==> config.mk <==
export PLATFORM = sky130hd
export DESIGN_NAME = trace_capture_buffer
export DESIGN_NICKNAME = d
export VERILOG_FILES = /design/src/rtl/trace_capture_buffer_pkg.sv /design/src/rtl/trace_capture_buffer_fifo_mem.sv /design/src/rtl/trace_capture_buffer.sv
export SDC_FILE = /design/constraint.sdc
export NUM_CORES = 2
export LEC_CHECK = 0
export ABC_AREA = 0
export ABC_CLOCK_PERIOD_IN_PS = 29700
export CORE_UTILIZATION = 63
export CTS_BUF_LIST = sky130_fd_sc_hd__clkbuf_8 sky130_fd_sc_hd__clkbuf_16
export CTS_CLUSTER_DIAMETER = 150
export CTS_CLUSTER_SIZE = 25
export DETAILED_ROUTE_END_ITERATION = 8
export PLACE_DENSITY = 0.82
export SLEW_MARGIN = 15
export SYNTH_ARGS = -nofsm -noshare
export SYNTH_HDL_FRONTEND = slang
export SYNTH_SLANG_ARGS = --single-unit
==> constraint.sdc <==
create_clock -name clk -period 29.7 [get_ports clk]
set_clock_uncertainty 0.1 [all_clocks]
set_input_delay 8.91 -clock clk [delete_from_list [all_inputs] [get_ports clk]]
set_output_delay 8.91 -clock clk [all_outputs]
set_load 0.1 [all_outputs]
==> src/rtl/trace_capture_buffer_pkg.sv <==
// Shared trace-capture types and default sizing for the processor debug trace path.
package trace_capture_buffer_pkg;

    localparam int TCB_DEPTH_DEFAULT = 16;
    localparam int TCB_SEQ_W_DEFAULT = 16;

    localparam int TCB_PC_W    = 64;
    localparam int TCB_INSTR_W = 32;
    localparam int TCB_ALU_W   = 64;

    // Packed as {pc, instr, alu, seq}; the FIFO stores entries in this bit order.
    typedef struct packed {
        logic [TCB_PC_W-1:0]          pc;
        logic [TCB_INSTR_W-1:0]       instr;
        logic [TCB_ALU_W-1:0]         alu;
        logic [TCB_SEQ_W_DEFAULT-1:0] seq;
    } trace_entry_t;

endpackage

==> src/rtl/trace_capture_buffer_fifo_mem.sv <==
// Trace entry storage: synchronous write port, combinational read at the read pointer.
module trace_fifo_mem #(
    parameter int DEPTH = 16,
    parameter int W     = 176
) (
    input  logic                     clk,
    input  logic                     i_wr_en,
    input  logic [$clog2(DEPTH)-1:0] i_wr_addr,
    input  logic [W-1:0]             i_wr_data,
    input  logic [$clog2(DEPTH)-1:0] i_rd_addr,
    output logic [W-1:0]             o_rd_data
);

    logic [W-1:0] r_mem [DEPTH];

    always_ff @(posedge clk) begin
        if (i_wr_en) begin
            r_mem[i_wr_addr] <= i_wr_data;
        end
    end

    // Combinational read gives first-word-fall-through at the FIFO output.
    assign o_rd_data = r_mem[i_rd_addr];

endmodule

==> src/rtl/trace_capture_buffer.sv <==
// Samples the processor debug bus on PC change and queues sequence-numbered trace entries.
module trace_capture_buffer
    import trace_capture_buffer_pkg::*;
#(
    parameter int DEPTH = TCB_DEPTH_DEFAULT,
    parameter int SEQ_W = TCB_SEQ_W_DEFAULT
) (
    input  logic                     clk,
    input  logic                     reset,
    input  logic                     capture_en,
    input  logic                     flush,
    input  logic [TCB_PC_W-1:0]      in_pc,
    input  logic [TCB_INSTR_W-1:0]   in_instr,
    input  logic [TCB_ALU_W-1:0]     in_alu,
    output logic                     out_valid,
    input  logic                     out_ready,
    output logic [TCB_PC_W-1:0]      out_pc,
    output logic [TCB_INSTR_W-1:0]   out_instr,
    output logic [TCB_ALU_W-1:0]     out_alu,
    output logic [SEQ_W-1:0]         out_seq,
    output logic [$clog2(DEPTH):0]   count,
    output logic                     full,
    output logic                     empty,
    output logic [SEQ_W-1:0]         drop_count
);

    localparam int AW = $clog2(DEPTH);
    localparam int CW = AW + 1;
    localparam int EW = TCB_PC_W + TCB_INSTR_W + TCB_ALU_W + SEQ_W;

    localparam logic [CW-1:0]    FULL_COUNT = CW'(DEPTH);
    localparam logic [CW-1:0]    CNT_ONE    = CW'(1);
    localparam logic [AW-1:0]    PTR_ONE    = AW'(1);
    localparam logic [SEQ_W-1:0] SEQ_ONE    = SEQ_W'(1);

    logic [AW-1:0]       r_wr_ptr;
    logic [AW-1:0]       r_rd_ptr;
    logic [CW-1:0]       r_count;
    logic [SEQ_W-1:0]    r_seq;
    logic [SEQ_W-1:0]    r_drop;
    logic [TCB_PC_W-1:0] r_last_pc;
    logic                r_pc_valid;
    logic                r_has_data;

    logic          w_capture;
    logic          w_pop;
    logic          w_room;
    logic          w_push;
    logic          w_drop;
    logic [EW-1:0] w_wr_entry;
    logic [EW-1:0] w_rd_entry;

    assign full      = (r_count == FULL_COUNT);
    assign empty     = (r_count == '0);
    assign out_valid = !empty;
    assign count     = r_count;
    assign drop_count = r_drop;

    assign w_capture = capture_en && (!r_pc_valid || (in_pc != r_last_pc));
    assign w_pop     = out_valid && out_ready && !flush;
    // A full FIFO still accepts when the head leaves in the same cycle.
    assign w_room    = !full || (out_valid && out_ready);
    assign w_push    = w_capture && w_room && !flush;
    assign w_drop    = w_capture && !w_room && !flush;

    assign w_wr_entry = {in_pc, in_instr, in_alu, r_seq};

    trace_fifo_mem #(
        .DEPTH (DEPTH),
        .W     (EW)
    ) u_mem (
        .clk       (clk),
        .i_wr_en   (w_push),
        .i_wr_addr (r_wr_ptr),
        .i_wr_data (w_wr_entry),
        .i_rd_addr (r_rd_ptr),
        .o_rd_data (w_rd_entry)
    );

    // Storage is never reset, so outputs are forced to zero until something is written.
    assign {out_pc, out_instr, out_alu, out_seq} = r_has_data ? w_rd_entry : '0;

    always_ff @(posedge clk) begin
        if (reset) begin
            r_wr_ptr   <= '0;
            r_rd_ptr   <= '0;
            r_count    <= '0;
            r_seq      <= '0;
            r_drop     <= '0;
            r_last_pc  <= '0;
            r_pc_valid <= 1'b0;
            r_has_data <= 1'b0;
        end else begin
            if (w_capture) begin
                r_last_pc  <= in_pc;
                r_pc_valid <= 1'b1;
                r_seq      <= r_seq + SEQ_ONE;
            end
            if (w_drop && (r_drop != '1)) begin
                r_drop <= r_drop + SEQ_ONE;
            end
            if (w_push) begin
                r_has_data <= 1'b1;
            end
            if (flush) begin
                r_wr_ptr <= '0;
                r_rd_ptr <= '0;
                r_count  <= '0;
            end else begin
                if (w_push) begin
                    r_wr_ptr <= r_wr_ptr + PTR_ONE;
                end
                if (w_pop) begin
                    r_rd_ptr <= r_rd_ptr + PTR_ONE;
                end
                if (w_push && !w_pop) begin
                    r_count <= r_count + CNT_ONE;
                end else if (w_pop && !w_push) begin
                    r_count <= r_count - CNT_ONE;
                end
            end
        end
    end

endmodule

After elaboration in Yosys (flattened, before gate mapping):

Memory sizes are Yosys's and may differ from the RTL's. A register that Yosys moved wholly into a read port is not among the register bits.
Index checks and enable logic that the tools add are counted.

* memory bits (writable): 2816
* memories kept: 1
* register bits: 111
* input bits: 165
* output and inout bits: 200

* reduce and logical (&&, ||, !) cells: 22
* mux-type cells: 7
* add/sub/neg operators: 6
* eq/ne operators: 3

Memories
* u_mem.r_mem: words 16, width 176, read ports 1, clocked after memory_dff 1, write ports 1, RTL line trace_capture_buffer_fifo_mem.sv:14 `logic [W-1:0] r_mem [DEPTH];`

Operators by type and width (number)
* 2-to-1 mux 176 bit: 1
* inequality test 64 bit: 1
* adder 16 x 1 -> 16 bit (second input constant): 2
* inequality test 16 bit (second input constant): 1
* logical AND 1 bit: 10
* 2-to-1 mux 5 bit: 2
* adder 4 x 1 -> 4 bit (second input constant): 2
* 2-to-1 mux 4 bit: 2
* logical NOT 1 bit: 7
* adder 5 x 1 -> 5 bit (second input constant): 1
* == test 5 bit (second input constant): 1
* logical NOT 5 bit: 1
* subtractor 5 x 1 -> 5 bit (second input constant): 1
* logical OR 1 bit: 2
* 2-to-1 mux 1 bit: 2
* nonzero test 2 bit: 1
* OR reduction 2 bit: 1

Longest topological paths before layout:

* depth in word-level cells: 10
* depth in mapped cells: 16
* depth with buffers taken out: 15

Modules after synthesis:

From an unflattened synthesis, not the netlist that was laid out.

* cells, all modules: 5270
* area, all modules: 112268.9 µm²

Modules (own cells, without submodules)
* trace_fifo_mem: times used 1, cells each 4425, area each 105702.6 µm²
* trace_capture_buffer: times used 1, cells each 845, area each 6566.3 µm²

Least setup slack after synthesis:

OpenSTA, ideal clock, no wires.

* kind: input to register
* from: input port in_pc[41]
* to: memory u_mem.r_mem[15][0], enable pin
* arrival time: 21.673 ns
* setup time: 0.929 ns
* path buffers: 3
* path slack: 6.998 ns
* stages on the path: 9
* path through: nand2b_1 > o2111ai_1 > nor4_1 > nand4_1 > o21ai_4 > buf_6 > buf_8 > buf_6 > nor3_1

* longest elaborated chain between the ends: 7

Ends and longest elaborated chain
* start: declaration: RTL line trace_capture_buffer.sv:12 `input logic [TCB_PC_W-1:0] in_pc,`
* inequality test 64 bit: RTL line trace_capture_buffer.sv:59 `assign w_capture = capture_en && (!r_pc_valid || (in_pc != r_last_pc));`
* logical OR 1 bit: RTL line trace_capture_buffer.sv:59
* logical AND 1 bit: RTL line trace_capture_buffer.sv:59
* logical AND 1 bit (2 in series): RTL line trace_capture_buffer.sv:63 `assign w_push = w_capture && w_room && !flush;`
* 2-to-1 mux 1 bit: RTL line trace_capture_buffer_fifo_mem.sv:17 `if (i_wr_en) begin`
* 2-to-1 mux 1 bit (implied by the code): RTL line trace_capture_buffer_fifo_mem.sv:18 `r_mem[i_wr_addr] <= i_wr_data;`
* end: declaration: RTL line trace_capture_buffer_fifo_mem.sv:14

Every way passes these cells.

==> impl_metrics.csv <==
group,metric,value,unit
flow_run,maxCapViolations,0,
clock_tree,path_clk_slew,0.10,ns
sta,layout_min_cycle_time,16.34,ns
critical_path,crit_type,"reg2out",
critical_path,required,20.69,ns
clock_tree,clk_latency,0.84,ns
clock_tree,cts_max_path_buffers,3,
clock_tree,post_cts_resized,0,
floorplanning,die_h,424,um
routing,dr_total_vias,52700,
critical_path,cp_slowest_cell,"clkdlybuf4s50_1",
critical_path,endpoint_kind,"output port",
sta,setup_tns,0,ns
layout,multi_input_area,0.0240,sq mm
routing,wl_per_cell,34.6,um
routing,drt_iter0_drc,6873,
global_route,grt_pass1_vias,53900,
sta,drv_slew,0,
sta,fin_crit_sh,55.0,%
hold_path,min_path_type,"reg2reg",
logic_synthesis,seq_area_frac_synth,77.6,%
status,violations,"DRC",
floorplanning,core,0.176,sq mm
status,outcome,"finished, violations left",
floorplanning,ios,365,
floorplanning,start_util,63.5,%
critical_path,cp_top_family,"buffers and inverters",
routing,viasPerCell,6.98,
critical_path,cp_cell_sequence,"buf_12 > buf_4 > buf_4 > buf_4 > mux4_2 > mux4_2 > and2_1 > clkdlybuf4s50_1",
sta,max_slew_margin,15.2,%
clock_tree,cts-hold-fix-buffers,0,
logic_synthesis,syn_area_per_cell,23.4,sq um
floorplanning,die_x,424,um
placement,portBuffers,364,
critical_path,critical_path.max_fanout,93,
layout,regArea,0.0869,sq mm
layout,area_growth,9.16,%
routing,drc,84,
critical_path,crit_path_start_kind,"register",
logic_synthesis,synthArstFlopShare,0,%
sta,hold_viol,0,
layout,finalNetCount,5296,
routing,ant_nets,0,
clock_tree,cts_num_sinks,2931,
logic_synthesis,synthesis.nets,4958,
logic_synthesis,synth_cell_types,51,
pwr,leakage,36.3,nW
clock_tree,root_buffer,"clkbuf_16",
sta,finalSetupViolCount,0,
sta,fmax,0.0612,GHz
clock_tree,cts_tree,"yes",
placement,place_congestion,0.779,
pwr,p_per_area,57.0,mW/mm^2
sta,tightest_slew,1.27,ns
logic_synthesis,yosys_register_bits,2931,
floorplanning,fp-row-count,154,
clock_tree,cts_htree_levels,4,
layout,finalNonFillerCells,7542,
global_route,grt_antenna_before_repair,39,
logic_synthesis,synthCells,4781,
logic_synthesis,synth_edf_count,2816,
global_route,grt_pass1_wl,377,mm
logic_synthesis,syn_area,0.112,sq mm
global_route,grt_use_total,29.6,%
logic_synthesis,synthFlopType,"edfxtp_1",
sta,rsz0062_at_grt,"false",
layout,fillers,9978,
critical_path,crit_buf_inv,5,
routing,dr.pass1.iters,8,
critical_path,max_stage_delay,1.04,ns
floorplanning,die-area,0.179,sq mm
clock_tree,cts_buffers,135,
placement,dp_hpwl,132,mm
logic_synthesis,synth_warnings,0,
placement,place_inst,7322,
pwr,max-vdd-ir-drop,0.0000676,V
global_route,grt_max_degree,124,
critical_path,crit_top_cell,"buf_4",
routing,routed_wl,261,mm
critical_path,worstPathArrival,7.33,ns
clock_tree,post_cts_buffers,0,
global_route,grt_overflow,0,
layout,drive_above_1_share,22.4,%
## flip-flops by register name (all words and copies together) (netlist names), named ones only
register / flops
count: 5
drop_count: 16
r_has_data: 1
r_last_pc: 64
r_pc_valid: 1
r_rd_ptr: 4
r_seq: 16
r_wr_ptr: 4
u_mem.r_mem: 2816
## cell usage after synthesis (8+ instances only)
master,number,area [sq um]
nor2_1,26,97.6
nand2_1,147,552
nand4_1,15,93.8
xnor2_1,37,324
a21oi_1,97,485
nand3_1,20,100
inv_1,23,86.3
o31ai_1,18,135
mux4_2,880,19800
o21ai_0,9,45.0
buf_2,28,140
and2_1,177,1110
nor2b_1,8,50.1
buf_1,54,203
or4_1,17,128
ha_1,11,138
edfxtp_1,2816,84600
nor4_1,13,81.3
and3_1,17,106
xor2_1,20,175
clkbuf_1,160,601
nand2b_1,9,56.3
dfxtp_1,115,2300
## tightest hold or removal path: cells and delay by family (launching register included)
family,cells,cell delay (ns)
DFF,1,0.32
AOI/OAI and AO/OA,1,0.05
and+or+nand+nor,1,0.05
## where the power goes
part / internal (W) / switching (W) / leakage, nW
Clock: 0.000862 / 0.00121 / 2.04
Sequential: 0.00454 / 0.0000133 / 26.5
Combinational: 0.000113 / 0.000229 / 7.76
## layout make-up
cell class              instances  area share [%]
flip-flops and latches       2931            71.1
clock inverters                59           0.250
clock buffers                 140            2.87
diodes                         21          0.0430
repair buffers                455            3.63
multi-input cells            1573            19.6
inverters                      23          0.0706
well taps                    2340            2.40
## logic make-up after synthesis
kind of cell | count (synthesis) | share of synthesized area, %
buf+inv | 277 | 1.03
compound gates | 146 | 0.762
simple gates | 472 | 2.27
fa+ha+maj | 12 | 0.141
flops | 2931 | 77.6
mux | 886 | 17.8
xor+xnor | 57 | 0.446
## routing by layer
layer  up-vias  GRT usage (%)  part of all wire (%)
met4        34           10.5                   3.4
met3       495           5.04                   8.6
met1     28100           39.0                    36
met2      3242           50.3                    52
met5         -              0                 0.081
li1      20800              -                     -
## per-stage QoR
step | util [%] | total power, W | hold WS, ns | worst slack, ns | cell area (sq um)
global placement | 67.1 | 0.00497 | 0.344 | 14.12 | 118000
floorplan | - | 0.00485 | 0.336 | 7.00 | 112000
finish | 69.3 | 0.00696 | 0.360 | 13.36 | 122000
detailed placement | 67.1 | 0.00498 | 0.348 | 14.06 | 118000
CTS | 69.3 | 0.00698 | 0.361 | 13.04 | 122000
global route | 69.3 | 0.00713 | 0.392 | 12.77 | 122000
## path summary, 6_finish.rpt
kind / start / depth (start not counted) / slack [ns] / endpoint
max: register / 8 / 13.36 / out_pc[20]
max reg2reg: r_last_pc[58] / 10 / 24.37 / u_mem.r_mem[2][94]
min: r_last_pc[62] / 2 / 0.36 / r_last_pc[62]
min reg2reg: r_last_pc[62] / 2 / 0.36 / r_last_pc[62]
## layout by cell type (no fill, tap or decap), types with 6 or more instances in the layout
cell type        instances
dfxtp_1                110
buf_4                   87
or3_1                    7
edfxtp_1              2816
nand4_1                 15
and2_1                 177
and3_4                  12
ha_1                    11
buf_12                  10
a21oi_1                 97
or4_1                   17
nor2b_1                  8
clkdlybuf4s50_1        358
o31ai_1                 18
nand2b_1                 9
mux4_2                 880
clkbuf_16              140
o21ai_0                  9
diode_2                 21
nor4_1                  13
nand2_1                147
xor2_1                  20
nor2_1                  26
inv_6                    6
xnor2_1                 37
nand3_1                 20
inv_1                   72
Power figures use the tool's default switching activity.
